## src/rtl/palette_arbiter_if.sv

```systemverilog
// palette_arbiter_if: groups the requester handshake, palette port and
// response signals of palette_arbiter into a single bundle.
//   slave  : arbiter side (drives ready, palette index, responses, busy)
//   master : environment side (drives requests and the palette colour)
// Signal names keep the arbiter's _in/_out direction suffixes.
interface palette_arbiter_if #(
  parameter int N_REQ   = 4,
  parameter int IDX_W   = 4,
  parameter int COLOR_W = 24
);
  logic [N_REQ-1:0]       req_valid_in;
  logic [N_REQ*IDX_W-1:0] req_idx_in;
  logic [N_REQ-1:0]       req_ready_out;
  logic [IDX_W-1:0]       pal_idx_out;
  logic [COLOR_W-1:0]     pal_color_in;
  logic [N_REQ-1:0]       rsp_valid_out;
  logic [COLOR_W-1:0]     rsp_color_out;
  logic                   busy_out;

  modport slave (
    input  req_valid_in, req_idx_in, pal_color_in,
    output req_ready_out, pal_idx_out, rsp_valid_out, rsp_color_out, busy_out
  );

  modport master (
    output req_valid_in, req_idx_in, pal_color_in,
    input  req_ready_out, pal_idx_out, rsp_valid_out, rsp_color_out, busy_out
  );
endinterface

```

## src/rtl/palette_arbiter.sv

```systemverilog
// palette_arbiter: shares one registered-read palette lookup port among
// N_REQ pixel sources. One valid/ready handshake per cycle, round-robin
// with a bounded burst per grantee. Each handshake registers its index to
// the palette and pushes a {valid, id} tag through a 1+PAL_LAT shift
// register; when the tag leaves, the palette colour is steered back to the
// issuing requester. Responses return in issue order, cannot be stalled.
//
// Ports:
//   clk_in  - system clock
//   rst_in  - asynchronous active-low reset (also forces req_ready_out = 0)
//   bus     - palette_arbiter_if.slave:
//     req_valid_in/req_idx_in  per-requester request and index
//     req_ready_out            one-hot-or-zero grant
//     pal_idx_out              registered index to the palette
//     pal_color_in             palette colour, PAL_LAT cycles after index
//     rsp_valid_out            one-hot-or-zero response strobe
//     rsp_color_out            returned colour (0 when no response)
//     busy_out                 lookup in flight or grant active
//
// Build option: define PALETTE_ARB_FIXED_PRI_EN for fixed priority
// (lowest-index valid requester always wins; burst state is not built).
module palette_arbiter #(
  parameter int N_REQ   = 4,
  parameter int IDX_W   = 4,
  parameter int COLOR_W = 24,
  parameter int PAL_LAT = 1,
  parameter int BURST   = 4
) (
  input logic               clk_in,
  input logic               rst_in,
  palette_arbiter_if.slave  bus
);

  localparam int ID_W  = (N_REQ > 1) ? $clog2(N_REQ) : 1;
  localparam int DEPTH = 1 + PAL_LAT;

  logic             pick_vld;
  logic [ID_W-1:0]  sel_id;
  logic [IDX_W-1:0] sel_idx;
  logic             hs;
  logic [N_REQ-1:0] grant;

  logic [IDX_W-1:0] pal_idx_q, pal_idx_d;
  logic [DEPTH-1:0] tag_vld_q;
  logic [ID_W-1:0]  tag_id_q [DEPTH];

`ifdef PALETTE_ARB_FIXED_PRI_EN
  // Downward scan so the lowest-index valid requester is the last writer.
  always_comb begin
    pick_vld = 1'b0;
    sel_id   = '0;
    for (int i = N_REQ - 1; i >= 0; i--) begin
      if (bus.req_valid_in[i]) begin
        pick_vld = 1'b1;
        sel_id   = ID_W'(i);
      end
    end
  end
`else
  localparam int CNT_W = $clog2(BURST + 1);

  logic [ID_W-1:0]  holder_q, holder_d;
  logic [ID_W-1:0]  ptr_q, ptr_d;
  logic [CNT_W-1:0] cnt_q, cnt_d;

  function automatic logic [ID_W-1:0] wrap_id(input logic [ID_W-1:0] base,
                                               input int off);
    int s;
    s = int'(base) + off;
    if (s >= N_REQ) s = s - N_REQ;
    return ID_W'(s);
  endfunction

  // cnt == 0 means no burst in progress, so the holder only keeps the
  // grant while a burst it won is still open and under the limit.
  always_comb begin
    pick_vld = 1'b0;
    sel_id   = holder_q;
    holder_d = holder_q;
    cnt_d    = cnt_q;
    ptr_d    = ptr_q;
    if (bus.req_valid_in[holder_q] && (cnt_q != '0) && (cnt_q < CNT_W'(BURST))) begin
      pick_vld = 1'b1;
      cnt_d    = cnt_q + CNT_W'(1);
    end else begin
      // Downward scan: the smallest offset from ptr is the last writer.
      for (int j = N_REQ - 1; j >= 0; j--) begin
        if (bus.req_valid_in[wrap_id(ptr_q, j)]) begin
          pick_vld = 1'b1;
          sel_id   = wrap_id(ptr_q, j);
        end
      end
      if (pick_vld) begin
        holder_d = sel_id;
        cnt_d    = CNT_W'(1);
        ptr_d    = wrap_id(sel_id, 1);
      end else begin
        cnt_d    = '0;
      end
    end
  end

  always_ff @(posedge clk_in or negedge rst_in) begin
    if (!rst_in) begin
      holder_q <= '0;
      cnt_q    <= '0;
      ptr_q    <= '0;
    end else begin
      holder_q <= holder_d;
      cnt_q    <= cnt_d;
      ptr_q    <= ptr_d;
    end
  end
`endif

  always_comb begin
    sel_idx = '0;
    for (int i = 0; i < N_REQ; i++) begin
      if (sel_id == ID_W'(i)) sel_idx = bus.req_idx_in[i*IDX_W +: IDX_W];
    end
  end

  // Every grant is a handshake since a grant only goes to a valid requester;
  // gating with rst_in keeps ready low throughout reset.
  assign hs = pick_vld & rst_in;

  always_comb begin
    grant = '0;
    if (hs) grant[sel_id] = 1'b1;
  end

  assign pal_idx_d = hs ? sel_idx : pal_idx_q;

  // Stage 0 register boundary: palette index and tag pipeline
  always_ff @(posedge clk_in or negedge rst_in) begin
    if (!rst_in) begin
      pal_idx_q <= '0;
      tag_vld_q <= '0;
    end else begin
      pal_idx_q <= pal_idx_d;
      tag_vld_q <= {tag_vld_q[DEPTH-2:0], hs};
    end
  end

  // Tag ids are qualified by tag_vld_q, so they need no reset.
  always_ff @(posedge clk_in) begin
    tag_id_q[0] <= sel_id;
    for (int k = 1; k < DEPTH; k++) tag_id_q[k] <= tag_id_q[k-1];
  end

  // The last tag stage lines up with the palette's registered output.
  always_comb begin
    bus.rsp_valid_out = '0;
    bus.rsp_color_out = '0;
    if (tag_vld_q[DEPTH-1]) begin
      bus.rsp_valid_out[tag_id_q[DEPTH-1]] = 1'b1;
      bus.rsp_color_out                    = bus.pal_color_in;
    end
  end

  assign bus.req_ready_out = grant;
  assign bus.pal_idx_out   = pal_idx_q;
  assign bus.busy_out      = (|tag_vld_q) | (|grant);

endmodule

```

## src/flat_wrapper.sv

```systemverilog
// flat-port wrapper written by rule: the top's interface ports become plain ports
module palette_arbiter_flat 
#(
  parameter int N_REQ   = 4,
  parameter int IDX_W   = 4,
  parameter int COLOR_W = 24,
  parameter int PAL_LAT = 1,
  parameter int BURST   = 4
)
  (clk_in, rst_in, bus_req_valid_in, bus_req_idx_in, bus_pal_color_in, bus_req_ready_out, bus_pal_idx_out, bus_rsp_valid_out, bus_rsp_color_out, bus_busy_out);
  palette_arbiter_if #(.N_REQ(N_REQ), .IDX_W(IDX_W), .COLOR_W(COLOR_W)) bus_i ();
  input logic clk_in;
  input logic rst_in;
  input wire logic [$bits(bus_i.req_valid_in)-1:0] bus_req_valid_in;
  input wire logic [$bits(bus_i.req_idx_in)-1:0] bus_req_idx_in;
  input wire logic [$bits(bus_i.pal_color_in)-1:0] bus_pal_color_in;
  output wire logic [$bits(bus_i.req_ready_out)-1:0] bus_req_ready_out;
  output wire logic [$bits(bus_i.pal_idx_out)-1:0] bus_pal_idx_out;
  output wire logic [$bits(bus_i.rsp_valid_out)-1:0] bus_rsp_valid_out;
  output wire logic [$bits(bus_i.rsp_color_out)-1:0] bus_rsp_color_out;
  output wire logic [$bits(bus_i.busy_out)-1:0] bus_busy_out;
  assign bus_i.req_valid_in = bus_req_valid_in;
  assign bus_i.req_idx_in = bus_req_idx_in;
  assign bus_i.pal_color_in = bus_pal_color_in;
  assign bus_req_ready_out = bus_i.req_ready_out;
  assign bus_pal_idx_out = bus_i.pal_idx_out;
  assign bus_rsp_valid_out = bus_i.rsp_valid_out;
  assign bus_rsp_color_out = bus_i.rsp_color_out;
  assign bus_busy_out = bus_i.busy_out;
  palette_arbiter #(.N_REQ(N_REQ), .IDX_W(IDX_W), .COLOR_W(COLOR_W), .PAL_LAT(PAL_LAT), .BURST(BURST)) u_core (.clk_in(clk_in), .rst_in(rst_in), .bus(bus_i));
endmodule
```

## config.mk

```make
export PLATFORM = sky130hd
export DESIGN_NAME = palette_arbiter_flat
export DESIGN_NICKNAME = d
export VERILOG_FILES = /design/src/rtl/palette_arbiter_if.sv /design/src/rtl/palette_arbiter.sv /design/src/flat_wrapper.sv
export SDC_FILE = /design/constraint.sdc
export NUM_CORES = 1
export LEC_CHECK = 0
export CAP_MARGIN = 5
export CORE_ASPECT_RATIO = 1.5
export CORE_MARGIN = 2
export CORE_UTILIZATION = 32
export DETAILED_ROUTE_END_ITERATION = 7
export MAX_ROUTING_LAYER = met4
export PLACE_DENSITY = 0.77
export SLEW_MARGIN = 5
export SYNTH_ARGS = -nofsm -noshare
export SYNTH_HDL_FRONTEND = slang
export SYNTH_SLANG_ARGS = --single-unit
```

## constraint.sdc

```tcl
create_clock -name clk_in -period 1.9 [get_ports clk_in]
set_input_delay 0.285 -clock clk_in [delete_from_list [all_inputs] [get_ports clk_in]]
set_output_delay 0.285 -clock clk_in [all_outputs]
set_load 0.01 [all_outputs]
```

==> out/qor.csv, run 1 <==
metric,value,unit
outcome,finished with violations,
failing checks,negative setup slack,
DRC errors left,0,
final wirelength,4003,µm
row cnt,27,
endpoints failing hold,0,
skew final,5.848,ps
area delta synth->final,106.7,%
CTS tree,yes,
DR pass1 iterations,4,
count of final max-slew check failures,0,
largest net degree at the start of global routing,20,
crit share post-route,120.2,%
final worst path period need,2283,ps
vias after detailed routing,1467,
vias in the first global route,1365,
"non-filler cells, final",300,
post-synth top area share,26.69,%
PwrDens,1210,nW/µm²
hpwl dp,2936,µm
path type of the worst setup path,flip-flop to output pin,
CORE AREA,3649,µm²
Post-synth EDFFs,0,
YS warnings,0,
nature of the critical path endpoint,output pin,
"Core Util, Final",69.03,%
worst slew pin tran,362.3,ps
Multi-input gate area,844.6,µm²
Post-synth top flop,dfrtp_1,
syn_nets,187,
GRT Total Usage,18.78,%
setup TNS,-1949,ps
Worst-Skew Late Latency,250,ps
Via-to-Cell Ratio,4.890,
Synth area leaders,"dfrtp_1, and2_1, mux2i_1",
gr ovfl total,0,
CTS buffer count,3,
"CTS clk-pin slew, worst paths",70,ps
layout cells sized above 1,32.68,%
Worst slew margin,75.74,%
worst slack at placement,-861.8,ps
Startpoint Class,flip-flop,
fmax,438.0,MHz
Die Span Y,79.58,µm
Final Wtd Congestion,0.9112,
initial antenna violation count,0,
Seq cells post-synth,17,
FF/Latch Area,409.1,µm²
library cells used by synthesis,43,
WP data required,1620,ps
IO Port Bufs,82,
Initial Util,33.40,%
crit path DAT,2000,ps
static leakage,0.001107,µW
CTS sink count,17,
Fill cells,285,
"Setup violations, final",9,
Clock Tree Root,clkbuf_8,
post-route cell area,2519,µm²
"FFs w/ async S/R, synth",76.47,%
CTS Buffer Depth,2,
H-tree depth,1,
"Worst Setup Slack, final",-383.1,ps
max cap viols,0,
cell taking the most area after synthesis,dfrtp_1,
DR iter-0 viols,25,
die area,4328,µm²
"top cells by count, synth","and2_1, dfrtp_1, a21oi_1, nand2_1, nor2_1",
first-pass GRT wire length,5878,µm
Cells after Synth,139,
RSZ-0062 raised after global routing,yes,
Final nets,306,
Synth Area per Inst,8.767,µm²
Diodes inserted,0,
synthesized area,1219,µm²
Die X,54.39,µm
Worst Hold Class,flip-flop to flip-flop,
Worst Path Max Fanout,3,
IO Pins,83,
register area share after synthesis,33.26,%
Routed Antenna Nets,0,
wire per inst,13.34,µm
placed cell count,282,
"Cell Area, Placed",2273,µm²
top-count cell post-synth,and2_1,
VDD IR max,0.9690,mV
## stage by stage
stage / hold WS [ps] / power [µW]
after global placement: 311.2 / 2412
after global routing: 347.3 / 3253
after detailed placement: 319.9 / 2428
after CTS: 336.5 / 2815
final: 331.2 / 3047
after floorplan: -10.59 / 1700
## worst paths after layout
check | start | endpoint | slack, ps | depth (start not counted)
setup reg to reg | u_core.ptr_q[1] | u_core.ptr_q[1] | -180 | 8
setup / recovery | u_core.cnt_q[0] | bus_req_ready_out[2] | -380 | 9
min in group asynchronous | rst_in | u_core.bus.pal_idx_out[2] | 450 | 2
hold / removal | u_core.tag_id_q[0][1] | u_core.tag_id_q[0][3] | 330 | 0
hold reg to reg | u_core.tag_id_q[0][1] | u_core.tag_id_q[0][3] | 330 | 0
max in group asynchronous | rst_in | u_core.ptr_q[1] | 1260 | 2
## power breakdown
group / switching (µW) / total (µW) / internal, µW
registers: 137 / 666 / 529
logic: 916 / 2120 / 1200
clock network: 117 / 262 / 145
## cell usage in the layout, fill, tap and decap left out, drive strengths merged, types with 2 or more instances in the layout
cell type	instances
a21oi	10
and2	27
buf	48
clkbuf	4
clkdlybuf4s50	73
dfrtp	13
dfxtp	4
ha	2
inv	5
mux2i	9
nand2	12
nand2b	4
nor2	10
nor3b	2
o211ai	3
o21a	2
o21ai	6
o221ai	4
o31a	2
or2	2
## critical path, stage by stage (launching register included)
cell      delay [ps]
dfrtp_1          350
inv_1             50
ha_2             180
or4_4            500
nand2_4           80
or2_4            110
o21a_4           150
nand2b_4         160
a21oi_2           40
buf_2            130
## registers in the layout, indices dropped and copies added, names as in the netlist
signal / count
u_core.bus.pal_idx_out: 4
u_core.cnt_q: 3
u_core.holder_q: 2
u_core.ptr_q: 2
u_core.tag_id_q: 4
u_core.tag_vld_q: 2
## routing by layer
layer	vias to the layer above	track usage [%]	wire length (µm)
met5	-	-	0
met4	0	8.250	89
met3	8	2.622	415
met2	82	34.22	2174
met1	662	18.82	1324
li1	715	-	-
## cells by family after synthesis
group	count (synthesis)	share of synthesized area, %
and+or+nand+nor	65	31.83
AOI/OAI and AO/OA	31	17.25
DFF	17	33.26
buffers and inverters	14	7.289
muxes	10	8.316
adders and majority gates	2	2.053
## repair_timing
| item | CTS | global route |
|---|---|---|
| setup buffers | 6 | 9 |
| resized for setup | 51 | 14 |
| endpoints found under the setup margin | 29 | 20 |
| hold buffers | 0 | 0 |
| pin swaps | 7 | 15 |
## final cells by class
cell class                 instances  area share [%]
sequential                        17           16.24
multi-input combinational        108           33.53
timing repair buffer             123           45.50
inverter                           5          0.7452
clock inverter                     1          0.1987
tap                               43           2.136
clock buffer                       3           1.639
Note: power is estimated with default switching activity, not from simulation.
==> run 2: changes to the inputs <==
--- a/config.mk
+++ b/config.mk
@@ -7,7 +7,6 @@
 export LEC_CHECK = 0
 export CAP_MARGIN = 5
 export CORE_ASPECT_RATIO = 1.5
-export CORE_MARGIN = 2
 export CORE_UTILIZATION = 32
 export DETAILED_ROUTE_END_ITERATION = 7
 export MAX_ROUTING_LAYER = met4
==> run 2 against run 1 <==
Effect of this change:
- clock power up 2%
- design area is 3.9% higher
- worst setup slack lost 35 ps
- power is 9.3% higher
- the run still ends with negative setup slack left
- register-to-register slack worse by 190 ps
- sequential power down 0.6%
- non-clock buffer count increased by 4
==> out/qor.csv, run 2 (synthesis gave the netlist of run 1 again) <==
metric,value,unit,change
failing checks,negative setup slack,,
Worst Hold Launch,u_core.tag_id_q[0][1],,
Min-Delay Endpoint,u_core.tag_id_q[0][3],,
endpoints failing hold,0,,unchanged
CTS tree,yes,,
row cnt,27,,unchanged
"Setup violations, final",11,,+2
die area,4064,µm²,-6.1%
area delta synth->final,114.7,%,
IO Pins,83,,unchanged
largest net degree at the start of global routing,21,,+5.0%
r2r startpoint,u_core.cnt_q[0],,
max cap viols,0,,unchanged
nature of the critical path endpoint,output pin,,
final wirelength,4107,µm,+2.6%
hold path depth,0,,unchanged
vias after detailed routing,1466,,-0.068%
Final nets,310,,+1.3%
crit path DAT,2030,ps,+30 ps
"CTS clk-pin slew, worst paths",70,ps,about the same
CTS Buffer Depth,2,,unchanged
IO Port Bufs,82,,unchanged
most frequent cells in the layout,"clkdlybuf4s50_1, buf_4, and2_1",,
first-pass GRT wire length,5968,µm,+1.5%
static leakage,0.001128,µW,+1.9%
vias in the first global route,1350,,-1.1%
Worst R2R Path Depth,11,,+3
Routed Antenna Nets,0,,unchanged
Startpoint Class,flip-flop,,
"Core Util, Final",71.71,%,+2.7 points
crit share post-route,122.0,%,+1.8 points
PwrDens,1273,nW/µm²,+5.2%
layout cells sized above 1,35.25,%,+2.6 points
"Hold-fix buffers, CTS",0,,unchanged
R2R Path End,u_core.bus.pal_idx_out[3],,
GRT Total Usage,19.43,%,+0.65 points
outcome,finished with violations,,
CTS buffer count,3,,unchanged
worst slew pin tran,383.3,ps,+20.97 ps
Clock Tree Root,clkbuf_8,,
CP max stage delay,540,ps,+40 ps
WP data required,1620,ps,about the same
final worst path period need,2318,ps,+34.59 ps
H-tree depth,1,,unchanged
"Worst Setup Slack, final",-417.6,ps,-34.59 ps
Die Span Y,77.58,µm,-2.5%
gr ovfl total,0,,unchanged
R2R setup slack,-370,ps,-190 ps
post-route cell area,2616,µm²,+3.9%
skew final,4.591,ps,-1.257 ps
Hold Slack,328.0,ps,-3.211 ps
DR pass1 iterations,4,,unchanged
"commonest non-fill, non-tap cell in the layout",clkdlybuf4s50_1,,
hpwl dp,2909,µm,-0.93%
RSZ-0062 raised after global routing,yes,,
Via-to-Cell Ratio,4.822,,-1.4%
Worst Path Max Fanout,3,,unchanged
CORE AREA,3649,µm²,unchanged
fmax,431.5,MHz,-1.5%
Final Wtd Congestion,0.8825,,-3.1%
Die X,52.39,µm,-3.7%
Diodes inserted,0,,unchanged
Initial Util,33.40,%,unchanged
"most used cell, CP",buf_6,,
path type of the worst setup path,flip-flop to output pin,,
DRC errors left,0,,unchanged
CTS sink count,17,,unchanged
"Cell Area, Placed",2273,µm²,unchanged
VDD IR max,1.231,mV,+27%
worst-path cell chain,"inv_1, ha_2, or4_4, buf_6, o31a_1, o21ai_4, buf_6, a21oi_2, buf_2",,
Worst-Skew Late Latency,250,ps,about the same
DR iter-0 viols,13,,-48%
count of final max-slew check failures,0,,unchanged
wire per inst,13.51,µm,+1.2%
Worst Hold Class,flip-flop to flip-flop,,
Worst path slowest cell,or4_4,,
Worst slew margin,74.33,%,-1.4 points
initial antenna violation count,0,,unchanged
## run 2: repair_timing
item,in CTS,in global routing
cloned,0,1
endpoints found under the hold margin,0,0
endpoints found under the setup margin,30,31
pin swaps,10,8
resized for setup,53,18
buffers inserted,12,5
## run 2: layout make-up
cell class	instances	area [µm²]
Inverter	5	18.77
Sequential cell	17	409.1
Clock inverter	1	5.005
Timing Repair Buffer	127	1217
Clock buffer	3	41.29
Fill cell	275	1032
Tap cell	43	53.80
Multi-Input combinational cell	108	870.8
## run 2: power by group
group | internal (µW) | total [µW] | switching (µW)
Clock | 145 | 268 | 123
Combinational | 1410 | 2400 | 990
Sequential | 528 | 662 | 134
## run 2: worst max-delay path by stage
stage | to | slack, ps | cells past startpoint | from
floorplan | bus_req_ready_out[3] | -60 | 8 | u_core.cnt_q[0]
global placement | bus_req_ready_out[3] | -850 | 9 | bus_req_valid_in[0]
detailed placement | bus_req_ready_out[3] | -860 | 9 | bus_req_valid_in[1]
CTS | bus_req_ready_out[3] | -470 | 9 | u_core.cnt_q[0]
global route | bus_req_ready_out[3] | -510 | 9 | u_core.cnt_q[0]
finish | bus_req_ready_out[3] | -420 | 9 | u_core.cnt_q[0]
## run 2: worst max-delay path, delay by kind of cell (launching register included)
kind	cells	cell delay, ps
AND/OR/NAND/NOR	1	540
buffers and inverters	4	460
flip-flops	1	340
AO/OA/AOI/OAI	3	270
adder cells (fa/ha/maj)	1	170
## run 2: through the flow
stage	setup WS [ps]	cells	TNS, ps	total power, µW
6_report	-417.6	304	-3039	3330
5_1_grt	-509.4	304	-3887	3539
4_1_cts	-472.3	298	-2876	2931
3_5_place_dp	-864.0	282	-6492	2424
3_3_place_gp	-847.8	282	-6384	2394
2_1_floorplan	-62.36	139	-177.0	1700
## run 2: routing by layer
layer	up-vias	track usage [%]	wire length, µm
li1	720	-	-
met1	671	19.24	1470
met2	67	37.47	2257
met3	8	2.745	284
met4	0	4.737	95
met5	-	-	0
==> run 3: changes to the inputs <==
--- a/config.mk
+++ b/config.mk
@@ -10,7 +10,8 @@
 export CORE_UTILIZATION = 32
 export DETAILED_ROUTE_END_ITERATION = 7
 export MAX_ROUTING_LAYER = met4
-export PLACE_DENSITY = 0.77
+export PLACE_DENSITY = 0.83
+export SETUP_SLACK_MARGIN = 0.02
 export SLEW_MARGIN = 5
 export SYNTH_ARGS = -nofsm -noshare
 export SYNTH_HDL_FRONTEND = slang
==> run 3 against run 2 <==
Effect of this change:
- the flow still finishes with violations (negative setup slack)
- clock-buffer cell count unchanged
- combinational power decreased by 12%
- wire length shrank 1.8%
- via count is 0.82% higher
- largest cell class unchanged
- maximum frequency shrank 1.0%
- largest power group unchanged
- critical path depth did not move
- worst hold slack gained 3.0 ps
- first-iteration DRC count is 46% higher
- clock power down 3%
- highest routed layer unchanged
- sequential cell count stayed put
==> out/qor.csv, run 3 (synthesis gave the netlist of run 1 again) <==
metric,value,unit,change
IO Pins,83,,unchanged
Final Wtd Congestion,0.8227,,-6.8%
worst slew pin tran,368.7,ps,-14.67 ps
DRC errors left,0,,unchanged
count of final max-slew check failures,0,,unchanged
routing usage on met1,21.29,%,+2.0 points
FF/Latch Area,407.9,µm²,-0.31%
row cnt,27,,unchanged
most frequent cells in the layout,"clkdlybuf4s50_1, buf_4, and2_1",,
H-tree depth,1,,unchanged
largest net degree at the start of global routing,17,,-19%
static leakage,0.001099,µW,-2.6%
endpoints failing hold,0,,unchanged
busiest metal layer after global routing,met2,,
fmax,427.0,MHz,-1.0%
DR iter-0 viols,19,,+6
Diodes inserted,0,,unchanged
CTS buffer count,3,,unchanged
layout cells sized above 1,32.17,%,-3.1 points
Die X,52.39,µm,unchanged
Worst Hold Class,flip-flop to flip-flop,,
Clock Tree Root,clkbuf_8,,
GRT Total Usage,20.42,%,+0.99 points
Routed Antenna Nets,0,,unchanged
vias in the first global route,1390,,+3.0%
Worst slew margin,75.32,%,+0.98 points
"Worst Setup Slack, final",-441.9,ps,-24.27 ps
max cap viols,0,,unchanged
Die Span Y,77.58,µm,unchanged
Worst-Skew Late Latency,240,ps,about the same
gr ovfl total,0,,unchanged
Final nets,307,,-0.97%
Worst path slowest cell,or4_4,,
"non-filler cells, final",301,,-0.99%
Initial Util,33.40,%,unchanged
nature of the critical path endpoint,output pin,,
vias after detailed routing,1478,,+0.82%
CTS sink count,17,,unchanged
"commonest non-fill, non-tap cell in the layout",clkdlybuf4s50_1,,
DR pass1 iterations,4,,unchanged
Via-to-Cell Ratio,4.910,,+1.8%
wire per inst,13.40,µm,-0.85%
Hold Slack,331.0,ps,+2.985 ps
final worst path period need,2342,ps,+24.27 ps
CTS Buffer Depth,2,,unchanged
outcome,finished with violations,,
first-pass GRT wire length,6203,µm,+3.9%
die area,4064,µm²,unchanged
path type of the worst setup path,flip-flop to output pin,,
worst-path cell chain,"inv_1, ha_2, or4_4, nand2_4, or2_1, o21a_1, nand2_2, a21oi_2, buf_2",,
CTS tree,yes,,
final wirelength,4032,µm,-1.8%
crit share post-route,123.3,%,+1.3 points
crit path DAT,2060,ps,+30 ps
WP data required,1620,ps,about the same
skew final,1.726,ps,-2.865 ps
"Setup violations, final",9,,-2
hpwl dp,3028,µm,+4.1%
"Hold-fix buffers, CTS",0,,unchanged
PwrDens,1206,nW/µm²,-5.2%
RSZ-0062 raised after global routing,yes,,
Fill cells,281,,+2.2%
placed cell count,283,,+0.35%
area delta synth->final,106.1,%,
"CTS clk-pin slew, worst paths",60,ps,about the same
initial antenna violation count,0,,unchanged
VDD IR max,1.089,mV,-11%
failing checks,negative setup slack,,
CORE AREA,3649,µm²,unchanged
CP max stage delay,510,ps,-30 ps
Startpoint Class,flip-flop,,
Multi-input gate area,820.8,µm²,-5.7%
IO Port Bufs,82,,unchanged
GRT met3 Usage,2.353,%,-0.39 points
met2 Usage GRT,38.23,%,+0.76 points
Worst Path Max Fanout,3,,unchanged
[run 3: layer usage]
layer | up-vias | part of all wire (%)
met5 | - | 0
met1 | 697 | 35
met2 | 61 | 58
met3 | 4 | 6.2
li1 | 716 | -
met4 | 0 | 0.52
[run 3: power by group]
part / total, µW / internal, µW / switching [µW]
clock network: 259 / 145 / 114
registers: 657 / 526 / 131
logic: 2110 / 1210 / 899
[run 3: final timing paths]
path                                        from                   endpoint  slack [ps]  cells past startpoint
max                              u_core.cnt_q[1]       bus_req_ready_out[3]        -440                      9
min                        u_core.tag_id_q[0][1]      u_core.tag_id_q[0][3]         330                      0
max reg2reg                      u_core.cnt_q[1]  u_core.bus.pal_idx_out[1]        -140                      9
min reg2reg                u_core.tag_id_q[0][1]      u_core.tag_id_q[0][3]         330                      0
max in group asynchronous                 rst_in        u_core.tag_vld_q[1]        1260                      2
min in group asynchronous                 rst_in         u_core.holder_q[1]         460                      2
[run 3: area by class of cell]
class                   count  share of cell area, %
inverters                   5                 0.7474
well taps                  43                  2.142
multi-input cells         108                  32.69
clock buffers               3                  1.644
repair buffers            124                  46.34
flip-flops and latches     17                  16.24
clock inverters             1                 0.1993
[run 3: per-stage QoR]
stage | cell area, µm² | setup TNS (ps) | total power (µW) | utilization, % | worst slack (ps)
after global routing | 2511 | -2952 | 3220 | 68.83 | -520.8
after detailed placement | 2281 | -7405 | 2441 | 62.52 | -883.7
after global placement | 2281 | -7069 | 2396 | 62.52 | -859.9
after CTS | 2434 | -2532 | 2867 | 66.70 | -480.9
final | 2511 | -2206 | 3028 | 68.83 | -441.9
after floorplan | 1270 | -177.0 | 1700 | - | -62.36
[run 3: worst max-delay path: cells and delay by family (launching register included)]
family	cells	cell delay, ps
and+or+nand+nor	4	800
DFF	1	350
AOI/OAI and AO/OA	2	290
buffers and inverters	2	180
adders and majority gates	1	180
[run 3: repair_timing]
item / in CTS / in global routing
pin swaps: 10 / 9
setup buffers: 9 / 4
setup endpoints to repair: 26 / 26
gates resized for setup: 52 / 12
gates cloned: 0 / 1
